==> src/rtl/mul_pkg.sv <==
// Shared definitions for the multiplier issue wrapper: op encodings,
// parameter defaults and the op decoder.
package mul_pkg;

  localparam int MUL_LAT_DEF   = 1;
  localparam int BUF_DEPTH_DEF = 2;
  localparam int TAG_W_DEF     = 5;

  typedef enum logic [1:0] {
    MUL_OP_W    = 2'd0,
    MULH_W      = 2'd1,
    MULH_WU     = 2'd2,
    MUL_OP_RSVD = 2'd3
  } mul_op_e;

  typedef struct packed {
    logic is_signed;
    logic hi_sel;
  } mul_dec_t;

  // The reserved encoding decodes exactly like MUL.W.
  function automatic mul_dec_t mul_decode(input logic [1:0] op);
    mul_dec_t dec;
    dec.is_signed = 1'b1;
    dec.hi_sel    = 1'b0;
    case (mul_op_e'(op))
      MULH_W:  dec.hi_sel = 1'b1;
      MULH_WU: begin
        dec.hi_sel    = 1'b1;
        dec.is_signed = 1'b0;
      end
      default: ;
    endcase
    return dec;
  endfunction

endpackage

==> src/rtl/mul_result_fifo.sv <==
// Result buffer between the fixed-latency multiplier and MEM: circular FIFO
// with simultaneous push/pop, flush and an occupancy count.
module mul_result_fifo #(
  parameter int DEPTH = 2,
  parameter int WIDTH = 37,
  localparam int CNT_W = $clog2(DEPTH + 1)
) (
  input  logic             clk_i,
  input  logic             resetn_i,
  input  logic             flush_i,
  input  logic             push_i,
  input  logic [WIDTH-1:0] push_data_i,
  input  logic             pop_i,
  output logic [WIDTH-1:0] head_o,
  output logic [CNT_W-1:0] count_o
);

  localparam int PTR_W = (DEPTH > 1) ? $clog2(DEPTH) : 1;

  logic [WIDTH-1:0] mem_q [DEPTH];
  logic [PTR_W-1:0] wr_ptr_q;
  logic [PTR_W-1:0] rd_ptr_q;
  logic [CNT_W-1:0] count_q;

  function automatic logic [PTR_W-1:0] ptr_inc(input logic [PTR_W-1:0] ptr);
    return (ptr == PTR_W'(DEPTH - 1)) ? '0 : ptr + 1'b1;
  endfunction

  always_ff @(posedge clk_i) begin
    if (!resetn_i) begin
      wr_ptr_q <= '0;
      rd_ptr_q <= '0;
      count_q  <= '0;
      // NOTE: storage is cleared on reset only so the head word reads as zero
      // straight out of reset; a flush just rewinds the pointers.
      for (int i = 0; i < DEPTH; i++) mem_q[i] <= '0;
    end else if (flush_i) begin
      wr_ptr_q <= '0;
      rd_ptr_q <= '0;
      count_q  <= '0;
    end else begin
      if (push_i) begin
        mem_q[wr_ptr_q] <= push_data_i;
        wr_ptr_q        <= ptr_inc(wr_ptr_q);
      end
      if (pop_i) rd_ptr_q <= ptr_inc(rd_ptr_q);
      if (push_i && !pop_i)      count_q <= count_q + 1'b1;
      else if (!push_i && pop_i) count_q <= count_q - 1'b1;
    end
  end

  // Issue credits guarantee a free slot for every op leaving the core.
  always_ff @(posedge clk_i) begin
    if (resetn_i && !flush_i) begin
      assert (!(push_i && !pop_i && count_q == CNT_W'(DEPTH)))
        else $error("mul_result_fifo: push into full buffer");
    end
  end

  assign head_o  = mem_q[rd_ptr_q];
  assign count_o = count_q;

endmodule

==> src/rtl/mul_issue_ctrl.sv <==
// Issue/retire control around the non-stallable Booth/Wallace multiplier:
// op decode, in-flight tracking, result word select and credit-based issue.
module mul_issue_ctrl
  import mul_pkg::*;
#(
  parameter int MUL_LAT   = MUL_LAT_DEF,
  parameter int BUF_DEPTH = BUF_DEPTH_DEF,
  parameter int TAG_W     = TAG_W_DEF
) (
  input  logic             mul_clk,
  input  logic             resetn,
  input  logic             in_valid,
  output logic             in_ready,
  input  logic [1:0]       in_op,
  input  logic [31:0]      in_src1,
  input  logic [31:0]      in_src2,
  input  logic [TAG_W-1:0] in_tag,
  input  logic             flush,
  output logic [31:0]      core_a,
  output logic [31:0]      core_b,
  output logic             core_signed,
  input  logic [63:0]      core_result,
  output logic             out_valid,
  input  logic             out_ready,
  output logic [31:0]      out_data,
  output logic [TAG_W-1:0] out_tag
);

  localparam int CNT_W = $clog2(BUF_DEPTH + 1);
  localparam int OCC_W = $clog2(BUF_DEPTH + MUL_LAT + 1) + 1;

  typedef struct packed {
    logic             valid;
    logic             hi_sel;
    logic [TAG_W-1:0] tag;
  } track_t;

  track_t           track_q [MUL_LAT];
  track_t           track_d [MUL_LAT];
  track_t           track_last;
  logic             resetn_q;
  mul_dec_t         dec;
  logic             fire;
  logic             push;
  logic             pop;
  logic [31:0]      sel_word;
  logic [TAG_W+31:0] fifo_head;
  logic [CNT_W-1:0] fifo_count;
  logic [OCC_W-1:0] occ;

  assign dec         = mul_decode(in_op);
  assign core_a      = in_src1;
  assign core_b      = in_src2;
  assign core_signed = dec.is_signed;
  assign fire        = in_valid & in_ready;

  // Ops leave the core in issue order, so the last track stage describes
  // whatever core_result carries this cycle.
  assign track_last = track_q[MUL_LAT-1];
  assign push       = track_last.valid;
  assign sel_word   = track_last.hi_sel ? core_result[63:32] : core_result[31:0];

  // Ops accepted but not yet popped: buffered plus in the core, less any
  // result leaving this cycle. One more may issue only if it still fits.
  always_comb begin
    // NOTE: combinational blocks use blocking '=' and assign every output a
    // default first, so no latch can be inferred.
    occ = OCC_W'(fifo_count);
    for (int i = 0; i < MUL_LAT; i++) occ = occ + OCC_W'(track_q[i].valid);
    if (pop) occ = occ - OCC_W'(1);
  end

  assign in_ready = resetn_q & ~flush & (occ < OCC_W'(BUF_DEPTH));

  always_comb begin
    track_d[0].valid  = fire;
    track_d[0].hi_sel = dec.hi_sel;
    track_d[0].tag    = in_tag;
    for (int i = 1; i < MUL_LAT; i++) track_d[i] = track_q[i-1];
  end

  always_ff @(posedge mul_clk) begin
    // NOTE: clocked state always uses non-blocking '<=' so every register
    // samples its pre-edge inputs regardless of statement order.
    resetn_q <= resetn;
    if (!resetn || flush) begin
      for (int i = 0; i < MUL_LAT; i++) track_q[i] <= '0;
    end else begin
      track_q <= track_d;
    end
  end

  mul_result_fifo #(
    .DEPTH (BUF_DEPTH),
    .WIDTH (TAG_W + 32)
  ) u_result_fifo (
    .clk_i       (mul_clk),
    .resetn_i    (resetn),
    .flush_i     (flush),
    .push_i      (push),
    .push_data_i ({track_last.tag, sel_word}),
    .pop_i       (pop),
    .head_o      (fifo_head),
    .count_o     (fifo_count)
  );

  assign out_valid = (fifo_count != '0);
  assign pop       = out_valid & out_ready;
  assign out_data  = fifo_head[31:0];
  assign out_tag   = fifo_head[TAG_W+31:32];

endmodule

==> config.mk <==
export PLATFORM = sky130hd
export DESIGN_NAME = mul_issue_ctrl
export DESIGN_NICKNAME = d
export VERILOG_FILES = /design/src/rtl/mul_pkg.sv /design/src/rtl/mul_result_fifo.sv /design/src/rtl/mul_issue_ctrl.sv
export SDC_FILE = /design/constraint.sdc
export NUM_CORES = 1
export LEC_CHECK = 0
export ABC_AREA = 1
export BUFFER_PORTS_ARGS = -buffer_cell sky130_fd_sc_hd__clkbuf_2
export CAP_MARGIN = 30
export CORE_UTILIZATION = 45
export DETAILED_ROUTE_END_ITERATION = 10
export PLACE_DENSITY = 0.81
export SYNTH_ARGS = -nofsm -noshare
export SYNTH_HDL_FRONTEND = slang
export SYNTH_SLANG_ARGS = --single-unit
==> constraint.sdc <==
create_clock -name mul_clk -period 2.6 [get_ports mul_clk]
set_input_delay 0.52 -clock mul_clk [delete_from_list [all_inputs] [get_ports mul_clk]]
set_output_delay 0.52 -clock mul_clk [all_outputs]
set_load 0.02 [all_outputs]
==> results of run 1 <==
==> cells by family (layout without fill, tap and decap cells) <==
kind of cell	after synthesis	after routing	synth area share
flip-flops	87	87	0.5606
buffers and inverters	105	162	0.1568
multiplexers	69	69	0.1664
adder cells (fa/ha/maj)	5	5	0.01413
AND/OR/NAND/NOR	112	112	0.09749
AO/OA/AOI/OAI	4	4	0.004519
==> final cells by class <==
type                    count  area, sq um
inverters                  25        95.09
multi-input cells         190         1256
repair buffers            121        645.6
well taps                 129        161.4
fillers                   821         4541
clock buffers               9        123.9
flip-flops and latches     87         2485
clock inverters             7        63.81
==> metrics by stage <==
| stage | power (W) | setup slack (ns) | utilization | instance area, sq um |
|---|---|---|---|---|
| 4_1_cts | 0.002735 | 0.1349 | 0.5155 | 4831 |
| 3_3_place_gp | 0.001845 | 0.5758 | 0.4955 | 4643 |
| 5_1_grt | 0.002811 | 0.008626 | 0.5155 | 4831 |
| 2_1_floorplan | 0.001882 | 0.2957 | - | 4428 |
| 3_5_place_dp | 0.001853 | 0.5284 | 0.4955 | 4643 |
| 6_report | 0.002709 | 0.1728 | 0.5155 | 4831 |
==> sequential cells by signal (all words and copies together) (netlist names), named ones only <==
name and flops:
u_result_fifo.count_o 2, resetn_q 1, u_result_fifo.mem_q 74, track_last 6
push 1, u_result_fifo.wr_ptr_q 1, u_result_fifo.rd_ptr_q 1
==> per-layer routing <==
metal  wire [um]  share of wire  vias up
li1            -              -     1309
met1        3283           0.33     1250
met2        5178           0.52      154
met3        1266           0.13       12
met4         145          0.015        0
met5           0              0        -
==> worst min path at each step <==
| stage | to | slack, ns | start |
|---|---|---|---|
| after floorplan | register | 0.47 | u_result_fifo.rd_ptr_q |
| after global placement | u_result_fifo.rd_ptr_q | 0.48 | u_result_fifo.rd_ptr_q |
| after detailed placement | register | 0.48 | u_result_fifo.rd_ptr_q |
| after CTS | resetn_q | 0.34 | resetn |
| after global routing | resetn_q | 0.34 | resetn |
| final | resetn_q | 0.36 | resetn |
==> worst max-delay path, delay by kind of cell, from the launching register on <==
family                     cells  cell delay (ns)
buffers and inverters          3             0.24
adders and majority gates      3             0.77
DFF                            1             0.35
and+or+nand+nor                3             0.21
==> report_power, final <==
| group | total [W] | leakage [nW] | switching (W) | internal, W |
|---|---|---|---|---|
| Sequential | 0.00157 | 0.874 | 0.0000178 | 0.00155 |
| Clock | 0.000891 | 0.0941 | 0.000455 | 0.000436 |
| Combinational | 0.000248 | 1.08 | 0.000137 | 0.000112 |
| Total | 0.00271 | 2.05 | 0.000609 | 0.00210 |
==> Yosys cell counts <==
cell type	number
dfxtp_1	13
nand3_1	2
mux2i_1	32
nand2_2	1
mux2_2	37
nand2_1	17
edfxtp_1	74
o21ai_0	3
buf_6	5
clkinv_2	1
ha_1	5
nor2_1	91
inv_1	24
buf_4	67
nand3_2	1
a21oi_1	1
buf_2	8
==> impl_metrics.env, run 1 <==
export IMPL_status="finished clean"
export IMPL_vias=2725
export IMPL_ir_drop_v=0.0002232
export IMPL_root_buffer="clkbuf_8"
export IMPL_period_share=0.9335
export IMPL_ys_warnings_count=0
export IMPL_gp_congestion=0.7799
export IMPL_leakage_nw=2.050
export IMPL_hpwl_mm=7.284
export IMPL_seq_area_frac_synth=0.5606
export IMPL_cts_resized_gates=0
export IMPL_startpoint_type="register"
export IMPL_synthCells=382
export IMPL_rsz0062_at_grt="no"
export IMPL_drtPass1Iterations=4
export IMPL_use_met2=0.3391
export IMPL_endpoint="in_ready"
export IMPL_crit_path_max_incr_delay_ns=0.35
export IMPL_num_antenna_cells=0
export IMPL_cp_end_kind="output port"
export IMPL_whs_ns=0.3648
export IMPL_avgViaCountPerCell=4.798
export IMPL_routed_wl_mm=9.873
export IMPL_crit_type="reg2out"
export IMPL_drcViolationCount=0
export IMPL_grt_ovfl_total=0
export IMPL_hold_violations=0
export IMPL_synth_avg_cell_area_sq_um=11.59
export IMPL_tns_ns=0
export IMPL_tightest_slew_ns=0.5176
export IMPL_cts_tree="yes"
export IMPL_detail_route_wl_per_cell_um=17.38
export IMPL_die_y_um=101.2
export IMPL_clkTransAtPathRegs_ns=0.08
export IMPL_min_period_ns=2.427
export IMPL_cp_required_ns=2.08
export IMPL_critPathMaxFanout=4
export IMPL_setup_viol=0
export IMPL_die_width_um=101.2
export IMPL_yosys_top_cells_area="edfxtp_1, buf_4, mux2_2, nor2_1, mux2i_1"
export IMPL_grt_pass1_wl_mm=14.10
export IMPL_stdcell_count=568
export IMPL_clock_sinks=87
export IMPL_cpMostUsedCell="ha_1"
export IMPL_syn_to_final_growth_pct=9.099
export IMPL_netlist_top_cell_by_area="edfxtp_1"
export IMPL_drt_initial_drc_count=84
export IMPL_mappedNetlistNets=527
export IMPL_grt_max_degree=39
export IMPL_synth_distinct_cells=17
export IMPL_hold_buffers=0
export IMPL_postCtsSetupBuffers=0
export IMPL_htreeDepth=3
export IMPL_grt_use_total=0.1917
export IMPL_powerDensity_nw_per_um2=560.7
export IMPL_grt_pass1_vias=2576
export IMPL_reg2reg_from="track_last[5]"
export IMPL_arrival_ns=1.91
export IMPL_core_area_sq_um=9371
export IMPL_clock_latency_ns=0.34
export IMPL_path_cells="ha_1, ha_1, inv_1, ha_1, nand2_1, nand2_1, nand3_1, inv_1, buf_2"
export IMPL_fin_skew_ns=0.005242
export IMPL_holdCritPathClass="in2reg"
export IMPL_synth_top_area_frac=0.5018
export IMPL_ios=244
export IMPL_drive_gt1_frac=0.4077
export IMPL_maxSlewHeadroom=0.6549
export IMPL_reg2reg_to="u_result_fifo.mem_q[0][0]"
export IMPL_die_area_sq_um=10240
export IMPL_placed_cells=552
export IMPL_r2r_setup_slack_ns=1.03
export IMPL_antenna_found_initial=0
export IMPL_cpMaxStageDelayCell="dfxtp_1"
export IMPL_fmax_ghz=0.4120
export IMPL_cts_made_buffers=9
export IMPL_syn_area_sq_um=4428
export IMPL_gr_max_usage_layer="met2"
export IMPL_ant_nets=0
export IMPL_num_rows=35
export IMPL_final_cell_mix="clkbuf_2, nor2_1, edfxtp_1, mux2_2, mux2i_1"
export IMPL_grt_use_met3=0.1021
export IMPL_synth_seq_cells=87
export IMPL_grt_util_met1=0.1850
export IMPL_layout_nets=579
export IMPL_clk_path_buf_depth=2
export IMPL_holdPathStages=1
export IMPL_slew_viol_final=0
export IMPL_reg2reg_depth=3
export IMPL_initial_core_util=0.4725
export IMPL_maxCapViolations=0
export IMPL_port_buffer_count=115
export IMPL_crit_start="push"
export IMPL_mostFrequentLayoutCell="clkbuf_2"
(Power assumes the default switching activity.)
==> run 2: changes to the inputs <==
--- a/config.mk
+++ b/config.mk
@@ -5,12 +5,12 @@
 export SDC_FILE = /design/constraint.sdc
 export NUM_CORES = 1
 export LEC_CHECK = 0
-export ABC_AREA = 1
 export BUFFER_PORTS_ARGS = -buffer_cell sky130_fd_sc_hd__clkbuf_2
 export CAP_MARGIN = 30
 export CORE_UTILIZATION = 45
+export CTS_BUF_LIST = sky130_fd_sc_hd__clkbuf_8 sky130_fd_sc_hd__clkbuf_16
 export DETAILED_ROUTE_END_ITERATION = 10
-export PLACE_DENSITY = 0.81
+export PLACE_DENSITY = 0.78
 export SYNTH_ARGS = -nofsm -noshare
 export SYNTH_HDL_FRONTEND = slang
 export SYNTH_SLANG_ARGS = --single-unit
==> run 2 against run 1 <==
  * Sequential share of layout area down 1.1 points
  * Critical endpoint unchanged
  * Area after synthesis down 1.2%
  * Final area up 2.4%
  * Die area down 1.2%
  * Synthesized cell count down 6.8%
==> impl_metrics.env, run 2 <==
export IMPL_grt_pass1_vias=2582
export IMPL_cpMaxStageDelayCell="dfxtp_4"
export IMPL_status="finished clean"
export IMPL_fmax_ghz=0.3983
export IMPL_htreeDepth=3
export IMPL_synth_top_family_by_area="multiplexers"
export IMPL_synthMuxAreaShare=0.1684
export IMPL_period_share=0.9657
export IMPL_final_util=0.5305
export IMPL_yosysMostFrequentCell="nor2_1"
export IMPL_largest_register_ffs=74
export IMPL_powerDensity_nw_per_um2=595.1
export IMPL_synth_xor_area_frac=0.01001
export IMPL_critPathTopFamily="adder cells"
export IMPL_port_buffer_count=115
export IMPL_num_rows=35
export IMPL_holdCritPathClass="in2reg"
export IMPL_ant_nets=0
export IMPL_hold_buffers=0
export IMPL_syn_to_final_growth_pct=13.10
export IMPL_hpwl_mm=6.621
export IMPL_swShare=0.2130
export IMPL_num_antenna_cells=0
export IMPL_synth_avg_cell_area_sq_um=12.29
export IMPL_startpoint_type="register"
export IMPL_grt_ovfl_total=0
export IMPL_placed_cells=531
export IMPL_hold_violations=0
export IMPL_endpoint="in_ready"
export IMPL_netlist_top_cells_count="nor2_1, edfxtp_1, buf_4"
export IMPL_crit_type="reg2out"
export IMPL_cp_required_ns=2.08
export IMPL_maxSlewHeadroom=0.5984
export IMPL_drt_initial_drc_count=55
export IMPL_synth_main_ff_cell="edfxtp_1"
export IMPL_p_int_w=0.002318
export IMPL_die_area_sq_um=10120
export IMPL_cpMostUsedCell="ha_4"
export IMPL_path_cells="ha_4, ha_4, inv_2, ha_4, and2_4, a32oi_4, nor3b_2, buf_4"
export IMPL_grt_max_degree=38
export IMPL_ys_warnings_count=0
export IMPL_layout_nets=560
export IMPL_antenna_found_initial=0
export IMPL_core_area_sq_um=9328
export IMPL_stdcell_count=549
export IMPL_cts_tree="yes"
export IMPL_r2r_setup_slack_ns=0.67
export IMPL_yosys_top_cells_area="edfxtp_1, buf_4, mux2_2, mux2i_1, nor2_1"
export IMPL_ios=244
export IMPL_use_met2=0.3214
export IMPL_power_switching_w=0.0006272
export IMPL_setup_viol=0
export IMPL_die_width_um=100.6
export IMPL_rsz0062_at_grt="yes"
export IMPL_grt_use_met3=0.07698
export IMPL_setup_slack_ns=0.08914
export IMPL_p_clk_frac=0.368
export IMPL_mappedNetlistNets=501
export IMPL_min_period_ns=2.511
export IMPL_crit_buf_inv=2
export IMPL_synth_seq_cells=87
export IMPL_reg2reg_to="u_result_fifo.count_o[1]"
export IMPL_synthAdderAreaFrac=0.01430
export IMPL_crit_path_max_incr_delay_ns=0.36
export IMPL_grt_util_met1=0.1842
export IMPL_drtPass1Iterations=4
export IMPL_grt_pass1_wl_mm=13.34
export IMPL_routed_wl_mm=9.088
export IMPL_initial_core_util=0.4691
export IMPL_clock_sinks=87
export IMPL_ir_drop_v=0.0002477
export IMPL_leakage_nw=2.018
export IMPL_critPathMaxFanout=2
export IMPL_crit_start="push"
export IMPL_tns_ns=0
export IMPL_die_y_um=100.6
export IMPL_place_area_sq_um=4617
export IMPL_synthCells=356
export IMPL_synth_compound_area_frac=0.005433
export IMPL_reg2reg_from="u_result_fifo.count_o[0]"
export IMPL_syn_area_sq_um=4375
export IMPL_fin_skew_ns=0.007375
export IMPL_clk_path_buf_depth=2
export IMPL_vias=2666
export IMPL_synth_edf_count=74
export IMPL_root_buffer="clkbuf_8"
export IMPL_netlist_top_cell_by_area="edfxtp_1"
export IMPL_final_cell_mix="clkbuf_2, nor2_1, edfxtp_1, mux2_2, mux2i_1"
export IMPL_gp_congestion=0.7805
export IMPL_synth_simple_area_share=0.09179
export IMPL_avgViaCountPerCell=4.856
export IMPL_combPwrFrac=0.097
export IMPL_arrival_ns=1.99
export IMPL_cp_depth=8
export IMPL_seq_area_frac_synth=0.5673
export IMPL_tightest_slew_ns=0.5962
export IMPL_async_flop_share=0
export IMPL_cts_made_buffers=9
export IMPL_pre_cts_slack_ns=0.2364
export IMPL_reg2reg_depth=5
export IMPL_mostFrequentLayoutCell="clkbuf_2"
export IMPL_clock_latency_ns=0.34
export IMPL_drcViolationCount=0
export IMPL_grt_use_total=0.1813
export IMPL_design_area_sq_um=4949
export IMPL_detail_route_wl_per_cell_um=16.55
export IMPL_maxCapViolations=0
export IMPL_cp_end_kind="output port"
export IMPL_pwr_share_seq=0.535
export IMPL_clkTransAtPathRegs_ns=0.08
export IMPL_regMostFlops="u_result_fifo.mem_q"
export IMPL_slew_viol_final=0
export IMPL_synth_distinct_cells=24
export IMPL_drive_gt1_frac=0.4690
export IMPL_synth_top_area_frac=0.5079
export IMPL_gr_max_usage_layer="met2"
run 2: worst min-delay path by stage:
| stage | from | to | slack [ns] | cells after the start |
|---|---|---|---|---|
| 2_1_floorplan | resetn_q | push | 0.42 | 2 |
| 3_3_place_gp | resetn_q | push | 0.44 | 2 |
| 3_5_place_dp | resetn_q | push | 0.45 | 2 |
| 4_1_cts | in_tag[2] | track_last[2] | 0.36 | 2 |
| 5_1_grt | resetn | resetn_q | 0.36 | 1 |
| 6_report | in_tag[3] | track_last[3] | 0.37 | 2 |
run 2: power by group through the flow:
stage          sequential, W  clock [W]  combinational, W
6_report             0.00157    0.00108          0.000285
5_1_grt              0.00158    0.00116          0.000313
4_1_cts              0.00158    0.00112          0.000287
3_5_place_dp         0.00161          0          0.000279
3_3_place_gp         0.00160          0          0.000273
2_1_floorplan        0.00160          0          0.000308
run 2: cell families (layout without fill, tap and decap cells):
group           Yosys count  count (layout)
xor+xnor                  5               5
mux                      69              69
compound gates            4               4
simple gates             97              97
fa+ha+maj                 5               5
flops                    87              87
buf+inv                  89             153
run 2: what timing repair did:
action / 4_1_cts / 5_1_grt
setup buffers: 2 / 0
setup endpoints to repair: 1 / 1
resized for setup: 13 / 3
pin swaps: 7 / 1
run 2: final cells by class:
type	count	area, sq um
clock inverters	7	111.4
repair buffers	128	675.6
clock buffers	9	123.9
well taps	129	161.4
fillers	812	4379
flip-flops and latches	87	2492
multi-input cells	180	1350
inverters	9	33.78
run 2: through the flow:
stage / hold slack [ns] / power, W
after detailed placement: 0.4493 / 0.001888
after CTS: 0.3557 / 0.002983
final: 0.3733 / 0.002945
after floorplan: 0.4172 / 0.001908
after global placement: 0.4379 / 0.001878
after global routing: 0.3556 / 0.003056
run 2: per-layer routing:
layer	part of all wire	wire length, um	vias to the layer above
met5	0	0	-
met4	0.023	210	0
met3	0.10	911	29
met2	0.53	4808	124
met1	0.35	3158	1248
li1	-	-	1265
==> run 3: changes to the inputs <==
--- a/config.mk
+++ b/config.mk
@@ -10,6 +10,7 @@
 export CORE_UTILIZATION = 45
 export CTS_BUF_LIST = sky130_fd_sc_hd__clkbuf_8 sky130_fd_sc_hd__clkbuf_16
 export DETAILED_ROUTE_END_ITERATION = 10
+export MAX_ROUTING_LAYER = met4
 export PLACE_DENSITY = 0.78
 export SYNTH_ARGS = -nofsm -noshare
 export SYNTH_HDL_FRONTEND = slang
==> run 3 against run 2 <==
  * Core utilization unchanged
  * Sequential share of layout area unchanged
  * Sequential cell count unchanged
  * Total power about the same
  * Final area unchanged
  * Non-clock buffer count unchanged
  * Final cell count unchanged
  * Routed wire length increased by 0.45%
  * Hold slack improved by 0.00070 ns
  * Sequential power about the same
  * Setup slack improved by 0.00093 ns
  * Critical endpoint unchanged
==> impl_metrics.env, run 3 (synthesis results as in run 2) <==
export IMPL_die_width_um=100.6
export IMPL_cp_end_kind="output port"
export IMPL_setup_viol=0
export IMPL_ir_drop_v=0.0002477
export IMPL_gp_congestion=0.7913
export IMPL_die_y_um=100.6
export IMPL_min_period_ns=2.510
export IMPL_avgViaCountPerCell=4.898
export IMPL_grt_ovfl_total=0
export IMPL_regMostFlops="u_result_fifo.mem_q"
export IMPL_num_rows=35
export IMPL_maxSlewHeadroom=0.5982
export IMPL_drt_initial_drc_count=56
export IMPL_drcViolationCount=0
export IMPL_vias=2689
export IMPL_ios=244
export IMPL_clk_path_buf_depth=2
export IMPL_tns_ns=0
export IMPL_largest_register_ffs=74
export IMPL_clock_latency_ns=0.34
export IMPL_seq_area_sq_um=2492
export IMPL_slew_viol_final=0
export IMPL_arrival_ns=1.99
export IMPL_ant_nets=0
export IMPL_rsz0062_at_grt="yes"
export IMPL_layout_nets=560
export IMPL_critPathMaxFanout=2
export IMPL_cts_tree="yes"
export IMPL_grt_use_total=0.1868
export IMPL_status="finished clean"
export IMPL_leakage_nw=2.018
export IMPL_root_buffer="clkbuf_8"
export IMPL_antenna_found_initial=0
export IMPL_routed_wl_mm=9.129
export IMPL_fin_skew_ns=0.007160
export IMPL_htreeDepth=3
export IMPL_grt_pass1_vias=2581
export IMPL_fmax_ghz=0.3984
export IMPL_clock_sinks=87
export IMPL_hold_violations=0
export IMPL_startpoint_type="register"
export IMPL_cp_required_ns=2.08
export IMPL_grt_pass1_wl_mm=13.31
export IMPL_initial_core_util=0.4691
export IMPL_maxCapViolations=0
export IMPL_core_area_sq_um=9328
export IMPL_powerDensity_nw_per_um2=595.6
export IMPL_syn_to_final_growth_pct=13.10
export IMPL_mostFrequentLayoutCell="clkbuf_2"
export IMPL_die_area_sq_um=10120
export IMPL_num_antenna_cells=0
export IMPL_period_share=0.9654
export IMPL_final_cell_mix="clkbuf_2, nor2_1, edfxtp_1, mux2_2, mux2i_1"
export IMPL_drive_gt1_frac=0.4690
export IMPL_detail_route_wl_per_cell_um=16.63
export IMPL_crit_type="reg2out"
export IMPL_tightest_slew_ns=0.5964
export IMPL_multi_input_area_sq_um=1350
export IMPL_total_power_w=0.002947
export IMPL_cts_made_buffers=9
export IMPL_holdCritPathClass="in2reg"
export IMPL_port_buffer_count=115
export IMPL_final_util=0.5305
export IMPL_clkTransAtPathRegs_ns=0.08
export IMPL_hpwl_mm=6.621
export IMPL_fillCellCount=812
export IMPL_drtPass1Iterations=4
export IMPL_grt_max_degree=38
run 3: cell counts in the layout (fill, tap and decap cells not counted):
No cell type changed its count.
run 3: power by group:
part,switching (W),internal [W]
Sequential,0.0000181,0.00156
Clock,0.000456,0.000632
Combinational,0.000156,0.000129
run 3: stage by stage:
| step | instance area, sq um | instances | hold WS, ns | setup WS [ns] |
|---|---|---|---|---|
| after detailed placement | 4617 | 531 | 0.4493 | 0.2364 |
| final | 4949 | 549 | 0.3740 | 0.09007 |
| after global routing | 4949 | 549 | 0.3574 | -0.02465 |
| after floorplan | 4375 | 356 | 0.4172 | 0.2180 |
| after CTS | 4930 | 549 | 0.3557 | 0.02438 |
| after global placement | 4617 | 531 | 0.4379 | 0.3169 |
run 3: layout make-up:
type                            count  area share
Inverter                            9    0.006827
Clock inverter                      7     0.02250
Timing Repair Buffer              128      0.1365
Clock buffer                        9     0.02503
Tap cell                          129     0.03262
Multi-Input combinational cell    180      0.2728
Sequential cell                    87      0.5037
run 3: worst max-delay path, stage by stage, from the launching register on:
cell and delay, ns:
dfxtp_4 0.36, ha_4 0.16, ha_4 0.26, inv_2 0.04, ha_4 0.25, and2_4 0.14, a32oi_4 0.10, nor3b_2 0.18
buf_4 0.16
run 3: worst paths after layout:
check / endpoint / from / cells past startpoint / slack [ns]
max: in_ready / push / 8 / 0.09
min: track_last[3] / in_tag[3] / 2 / 0.37
max reg2reg: u_result_fifo.count_o[1] / u_result_fifo.count_o[0] / 5 / 0.67
min reg2reg: push / resetn_q / 2 / 0.46
run 3: timing repair:
item	in CTS	in global routing
resized for setup	13	3
pin swaps	7	1
setup endpoints to repair	1	1
hold buffers	0	0
buffers inserted	2	0
run 3: per-layer routing:
| metal | wire, um | global-route usage |
|---|---|---|
| met5 | 0 | - |
| met1 | 3186 | 0.1856 |
| met3 | 929 | 0.07698 |
| met4 | 210 | 0.08138 |
| met2 | 4802 | 0.3214 |
